## config.mk

```make
export PLATFORM = sky130hd
export DESIGN_NAME = cpu_clk_sequencer
export DESIGN_NICKNAME = d
export VERILOG_FILES = /design/src/rtl/cpu_clk_seq_pkg.sv /design/src/rtl/cpu_clk_sequencer_prescaler.sv /design/src/rtl/cpu_clk_sequencer.sv
export SDC_FILE = /design/constraint.sdc
export NUM_CORES = 1
export LEC_CHECK = 0
export ABC_CLOCK_PERIOD_IN_PS = 2400
export CAP_MARGIN = 40
export CORE_AREA = 10 10 102 104
export DETAILED_ROUTE_END_ITERATION = 10
export DIE_AREA = 0 0 112 114
export PLACE_DENSITY = 0.8
export SKIP_LAST_GASP = 1
export SYNTH_ARGS = -nofsm -noshare
export SYNTH_HDL_FRONTEND = slang
export SYNTH_SLANG_ARGS = --single-unit
```

## constraint.sdc

```tcl
create_clock -name clk -period 2.4 [get_ports clk]
set_input_delay 0.48 -clock clk [delete_from_list [all_inputs] [get_ports clk]]
set_output_delay 0.48 -clock clk [all_outputs]
set_load 0.02 [all_outputs]
```

## src/rtl/cpu_clk_seq_pkg.sv

```systemverilog
// Shared definitions for the cpu_clk_sequencer slice.
//   seq_state_t : FSM state encoding (HALT=0, RUN=1, STEP=2), also the
//                 value driven on the sequencer's 2-bit state output.
//   DIV_W_DEF   : default width of the CPU divisor and its counter.
//   BKPT_W_DEF  : default width of the breakpoint enable counter.
package cpu_clk_seq_pkg;

    localparam int unsigned DIV_W_DEF  = 26;
    localparam int unsigned BKPT_W_DEF = 16;

    typedef enum logic [1:0] {
        ST_HALT = 2'd0,
        ST_RUN  = 2'd1,
        ST_STEP = 2'd2
    } seq_state_t;

endpackage

```

## src/rtl/cpu_clk_sequencer_prescaler.sv

```systemverilog
// tick_prescaler: modulo-N event counter.
//   Counts 0..N-1 on cycles where en=1. tick is high in the en cycle in which
//   the count is at N-1, i.e. the cycle it wraps back to 0. Because tick is
//   qualified by en, a cascaded instance fed by another instance's tick
//   produces a pulse coincident with that input tick.
// Ports:
//   clk   in  1  system clock
//   rst_n in  1  asynchronous active-low reset, clears the count
//   en    in  1  count enable
//   tick  out 1  single-cycle wrap pulse
module tick_prescaler #(
    parameter int unsigned N = 10
) (
    input  logic clk,
    input  logic rst_n,
    input  logic en,
    output logic tick
);

    localparam int unsigned CW = (N > 1) ? $clog2(N) : 1;

    logic [CW-1:0] cnt;
    logic          wrap;

    assign wrap = (cnt == CW'(N - 1));
    assign tick = en && wrap;

    always_ff @(posedge clk or negedge rst_n) begin
        if (!rst_n) begin
            cnt <= '0;
        end else if (en) begin
            cnt <= wrap ? '0 : cnt + 1'b1;
        end
    end

endmodule

```

## src/rtl/cpu_clk_sequencer.sv

```systemverilog
// cpu_clk_sequencer: clock-enable scheduler for the FPSM CPU and its slow
// peripherals. Everything runs on clk; only single-cycle enables leave.
//   clk, rst_n          clock, asynchronous active-low reset
//   run_req, halt_req   level requests (priority halt > step > run)
//   step_req            pulse; one CPU enable while halted
//   div_wr, div_val     write strobe and value for the CPU divisor (0 acts as 1)
//   cpu_ce              CPU clock enable, period max(div,1) in RUN
//   tick_1khz           pulse every CLK_HZ/1000 clocks, free-running
//   tick_100hz          pulse on every SLOW_DIV-th tick_1khz, coincident
//   state               0=HALT 1=RUN 2=STEP
//   step_done           pulse in the cycle after a step's cpu_ce
// Optional feature macro CPU_CLK_SEQ_BKPT_EN adds parameter BKPT_W and ports
//   bkpt_val, bkpt_arm (in) and bkpt_hit (out): an armed breakpoint that
//   halts RUN after exactly bkpt_val enables.
module cpu_clk_sequencer
    import cpu_clk_seq_pkg::*;
#(
    parameter int unsigned CLK_HZ      = 50_000_000,
    parameter int unsigned DIV_W       = DIV_W_DEF,
    parameter int unsigned CPU_DIV_RST = 33_554_432,
    parameter int unsigned SLOW_DIV    = 10
`ifdef CPU_CLK_SEQ_BKPT_EN
    ,
    parameter int unsigned BKPT_W      = BKPT_W_DEF
`endif
) (
    input  logic             clk,
    input  logic             rst_n,
    input  logic             run_req,
    input  logic             halt_req,
    input  logic             step_req,
    input  logic             div_wr,
    input  logic [DIV_W-1:0] div_val,
`ifdef CPU_CLK_SEQ_BKPT_EN
    input  logic [BKPT_W-1:0] bkpt_val,
    input  logic              bkpt_arm,
    output logic              bkpt_hit,
`endif
    output logic             cpu_ce,
    output logic             tick_1khz,
    output logic             tick_100hz,
    output logic [1:0]       state,
    output logic             step_done
);

    localparam int unsigned KHZ_DIV = CLK_HZ / 1000;

    seq_state_t       st_q, st_d;
    logic [DIV_W-1:0] div_reg;
    logic [DIV_W-1:0] cnt;
    logic [DIV_W-1:0] reload;
    logic             run_ce;
    logic             bkpt_stop;
    logic             start_q;

    // ---------------- slow prescaler ----------------
    // start_q holds the 1 kHz counter for the first cycle after reset so the
    // first tick lands exactly KHZ_DIV clocks after release.
    always_ff @(posedge clk or negedge rst_n) begin
        if (!rst_n) begin
            start_q <= 1'b0;
        end else begin
            start_q <= 1'b1;
        end
    end

    tick_prescaler #(.N(KHZ_DIV)) u_khz (
        .clk   (clk),
        .rst_n (rst_n),
        .en    (start_q),
        .tick  (tick_1khz)
    );

    tick_prescaler #(.N(SLOW_DIV)) u_slow (
        .clk   (clk),
        .rst_n (rst_n),
        .en    (tick_1khz),
        .tick  (tick_100hz)
    );

    // ---------------- CPU divider ----------------
    assign reload = (div_reg == '0) ? '0 : div_reg - 1'b1;
    assign run_ce = (cnt == '0);

    always_ff @(posedge clk or negedge rst_n) begin
        if (!rst_n) begin
            div_reg <= DIV_W'(CPU_DIV_RST);
        end else if (div_wr) begin
            div_reg <= div_val;
        end
    end

    // Outside RUN the counter tracks the reload value, so entering RUN gives a
    // full period before the first enable; in RUN a divisor write only takes
    // effect at the next reload.
    always_ff @(posedge clk or negedge rst_n) begin
        if (!rst_n) begin
            cnt <= '0;
        end else if (st_q == ST_RUN && !run_ce) begin
            cnt <= cnt - 1'b1;
        end else begin
            cnt <= reload;
        end
    end

    // ---------------- FSM ----------------
    always_ff @(posedge clk or negedge rst_n) begin
        if (!rst_n) begin
            st_q      <= ST_HALT;
            step_done <= 1'b0;
        end else begin
            st_q      <= st_d;
            step_done <= (st_q == ST_STEP);
        end
    end

    always_comb begin
        st_d   = st_q;
        cpu_ce = 1'b0;
        case (st_q)
            ST_HALT: begin
                if (halt_req) begin
                    st_d = ST_HALT;
                end else if (step_req) begin
                    st_d = ST_STEP;
                end else if (run_req) begin
                    st_d = ST_RUN;
                end
            end
            ST_RUN: begin
                cpu_ce = run_ce;
                if (halt_req || bkpt_stop) begin
                    st_d = ST_HALT;
                end
            end
            ST_STEP: begin
                cpu_ce = 1'b1;
                st_d   = ST_HALT;
            end
            default: begin
                st_d = ST_HALT;
            end
        endcase
    end

    assign state = st_q;

    // ---------------- breakpoint ----------------
`ifdef CPU_CLK_SEQ_BKPT_EN
    logic [BKPT_W-1:0] ce_cnt;
    logic              arm_q;
    logic              arm_rise;

    assign arm_rise = bkpt_arm && !arm_q;

    // Stop on the enable that brings the count to bkpt_val, so that enable is
    // the last one issued.
    assign bkpt_stop = bkpt_arm && !arm_rise && (st_q == ST_RUN) && run_ce &&
                       ((ce_cnt + 1'b1) == bkpt_val);

    always_ff @(posedge clk or negedge rst_n) begin
        if (!rst_n) begin
            ce_cnt   <= '0;
            arm_q    <= 1'b0;
            bkpt_hit <= 1'b0;
        end else begin
            arm_q    <= bkpt_arm;
            bkpt_hit <= bkpt_stop;
            if (arm_rise) begin
                ce_cnt <= '0;
            end else if (cpu_ce) begin
                ce_cnt <= ce_cnt + 1'b1;
            end
        end
    end
`else
    assign bkpt_stop = 1'b0;
`endif

endmodule

```

==> results.sh <==
export IMPL_outcome="finished, violations left"
export IMPL_failed_checks="setup timing"
export IMPL_cts_made_buffers=9
export IMPL_portBuffers=37
export IMPL_hold_buffers=0
export IMPL_fin_skew_ps=8.356
export IMPL_vias_per_cell=5.521
export IMPL_start_kind="register"
export IMPL_setup_tns_ps=-138.8
export IMPL_yosys_top_cells_area="dfrtp_1 46%, xnor2_1 7.3%, mux2_2 6.6%, xor2_1 3.9%, o22ai_1 3.5%"
export IMPL_cts_sinks=76
export IMPL_r2r_start="cnt[1]"
export IMPL_cts_max_level=3
export IMPL_fill_cells=682
export IMPL_synth_nets=427
export IMPL_dr_pass1_iters=4
export IMPL_path_clk_slew_ps=70
export IMPL_grt_pass1_vias=3372
export IMPL_vdd_drop_max_mv=0.3646
export IMPL_drive_gt1_share_pct=23.49
export IMPL_fmax_mhz=401.5
export IMPL_wl_um=9464
export IMPL_grt_pass1_wl_um=16070
export IMPL_start_util_pct=48.15
export IMPL_synth_edff_count=0
export IMPL_netlist_area_sq_um=4076
export IMPL_hold_ws_ps=97.99
export IMPL_ys_flop_type="dfrtp_1"
export IMPL_die_w_um=112
export IMPL_clock_path_buffers=2
export IMPL_yosysTopAreaCell="dfrtp_1"
export IMPL_hp_class="in -> async"
export IMPL_ys_seq_elements=76
export IMPL_vias=3252
export IMPL_clk_latency_ps=340
export IMPL_grt_total_usage_pct=15.09
export IMPL_tritoncts="built"
export IMPL_slew_viol_final=0
export IMPL_std_cell_rows=34
export IMPL_ios=38
export IMPL_synth_area_per_cell_sq_um=10.48
export IMPL_maxCapViolCount=0
export IMPL_syn2layout_area_growth_pct=26.40
export IMPL_slew_headroom_pct=61.35
export IMPL_place_gp_congestion=0.8399
export IMPL_final_setup_worst_slack_ps=-90.50
export IMPL_power_leakage_nw=2.104
export IMPL_grt_overflow_total=0
export IMPL_drtIter0Drc=142
export IMPL_drcViolationCount=0
export IMPL_period_needed_ps=2491
export IMPL_grt_max_degree=40
export IMPL_required_ps=1920
export IMPL_r2r_setup_slack_ps=250
export IMPL_coreArea_sq_um=8466
export IMPL_fin_crit_sh_pct=103.8
export IMPL_worstSetupPathType="reg -> out"
export IMPL_ys_seq_area_share_pct=46.69
export IMPL_tightest_slew_ps=577.6
export IMPL_layout_nets=514
export IMPL_wl_per_cell_um=16.07
export IMPL_final_util_pct=60.86
export IMPL_netlist_area_leader_share_pct=46.04
export IMPL_die_area_sq_um=12770
export IMPL_setup_violations=2
export IMPL_hpwl_um=7129
export IMPL_crit_start="u_khz.cnt[12]"
export IMPL_power_mw=3.386
export IMPL_r2r_end="cnt[20]"
export IMPL_powerDensity_nw_per_um2=657.1
export IMPL_async_flop_share_pct=100.0
export IMPL_cp_max_fo=2
export IMPL_synth_warning_count=0
export IMPL_crit_arrival_ps=2010
export IMPL_synth_distinct_cells=49
export IMPL_cp_end_kind="output pin"
export IMPL_grt_antenna_before_repair=0
export IMPL_rsz0062_at_grt="yes"
export IMPL_r2r_cells=8
export IMPL_hold_violations=0
export IMPL_detail_route_antenna_nets=0
export IMPL_die_h_um=114
export IMPL_root_buffer="clkbuf_8"
export IMPL_num_antenna_cells=0
export IMPL_syn_inst=389
==> cells in the final DEF, fill, tap and decap left out, types with 3 or more instances in the layout <==
cell type | synthesis | routed
nand2b_1 | 3 | 3
ha_1 | 6 | 6
clkbuf_8 | 0 | 10
or3_1 | 3 | 3
and3_1 | 3 | 3
nor4_1 | 8 | 8
nand3b_1 | 3 | 3
and4_1 | 3 | 3
clkinv_2 | 0 | 3
nor4_4 | 2 | 3
nand2_1 | 24 | 24
nor2b_1 | 5 | 5
mux2_2 | 24 | 24
buf_4 | 0 | 54
xnor2_1 | 34 | 34
inv_1 | 13 | 13
nand4_1 | 9 | 9
o21ai_0 | 6 | 6
mux2i_1 | 10 | 10
clkdlybuf4s50_1 | 0 | 33
nor2_1 | 30 | 30
a21oi_1 | 7 | 7
xor2_1 | 18 | 18
nand3_1 | 12 | 11
dfrtp_1 | 75 | 75
o22ai_1 | 23 | 23
nor3_1 | 23 | 22
==> Yosys cell counts (6+ instances only) <==
master and number:
a21oi_1 7, clkbuf_1 7, dfrtp_1 75, ha_1 6, inv_1 13, mux2_2 24, mux2i_1 10, nand2_1 24
nand3_1 12, nand4_1 9, nor2_1 30, nor3_1 23, nor4_1 8, o21ai_0 6, o22ai_1 23, xnor2_1 34
xor2_1 18
==> cells by family after synthesis <==
| kind of cell | count (synthesis) | share of synthesized area, % |
|---|---|---|
| AND/OR/NAND/NOR | 145 | 20.63 |
| adder cells (fa/ha/maj) | 6 | 1.842 |
| multiplexers | 34 | 9.085 |
| buffers and inverters | 26 | 2.732 |
| XOR/XNOR | 52 | 11.17 |
| flip-flops | 76 | 46.69 |
| AO/OA/AOI/OAI | 49 | 7.765 |
| other | 1 | 0.09199 |
==> worst max-delay path, cell delays in order (launching register included) <==
cell	delay, ps
dfrtp_1	380
or4_4	540
nor4_4	290
nand3_2	130
nor3b_2	170
buf_4	160
==> worst max-delay path by stage <==
stage	endpoint	slack (ps)
2_1_floorplan	tick_100hz	90
3_3_place_gp	tick_100hz	-200
3_5_place_dp	tick_100hz	-220
4_1_cts	tick_100hz	-130
5_1_grt	tick_100hz	-190
6_report	tick_100hz	-90
==> metrics by stage <==
step	instance area, sq um	cells	setup slack [ps]
finish	5152	589	-90.50
global route	5152	589	-194.9
CTS	5140	588	-130.6
detailed placement	4890	570	-222.8
global placement	4890	570	-199.4
floorplan	4081	389	87.20
==> power breakdown <==
| part | switching, mW | internal [mW] | total [mW] | leakage, nW |
|---|---|---|---|---|
| Sequential | 0.148 | 1.44 | 1.58 | 0.931 |
| Clock | 0.456 | 0.609 | 1.07 | 0.113 |
| Combinational | 0.351 | 0.385 | 0.737 | 1.06 |
| Total | 0.956 | 2.43 | 3.39 | 2.10 |
==> area by class of cell <==
class	count	area (sq um)	share of cell area (%)
repair buffers	89	752.0	14.59
inverters	13	48.80	0.9471
multi-input cells	287	2097	40.70
flip-flops and latches	76	1903	36.94
clock buffers	11	141.4	2.744
well taps	108	135.1	2.623
clock inverters	5	75.07	1.457
==> per-layer routing <==
| metal | global-route usage (%) | share of wire [%] | vias up |
|---|---|---|---|
| li1 | - | - | 1573 |
| met1 | 17.82 | 41 | 1599 |
| met2 | 26.53 | 53 | 66 |
| met3 | 2.520 | 3.6 | 14 |
| met4 | 6.430 | 2.1 | 0 |
| met5 | 0 | 0 | - |
==> what timing repair did <==
| action | 4_1_cts | 5_1_grt |
|---|---|---|
| endpoints found under the setup margin | 3 | 2 |
| resized for setup | 19 | 1 |
| pin swaps | 3 | 2 |
| buffers inserted | 2 | 1 |
Power figures use the tool's default switching activity.
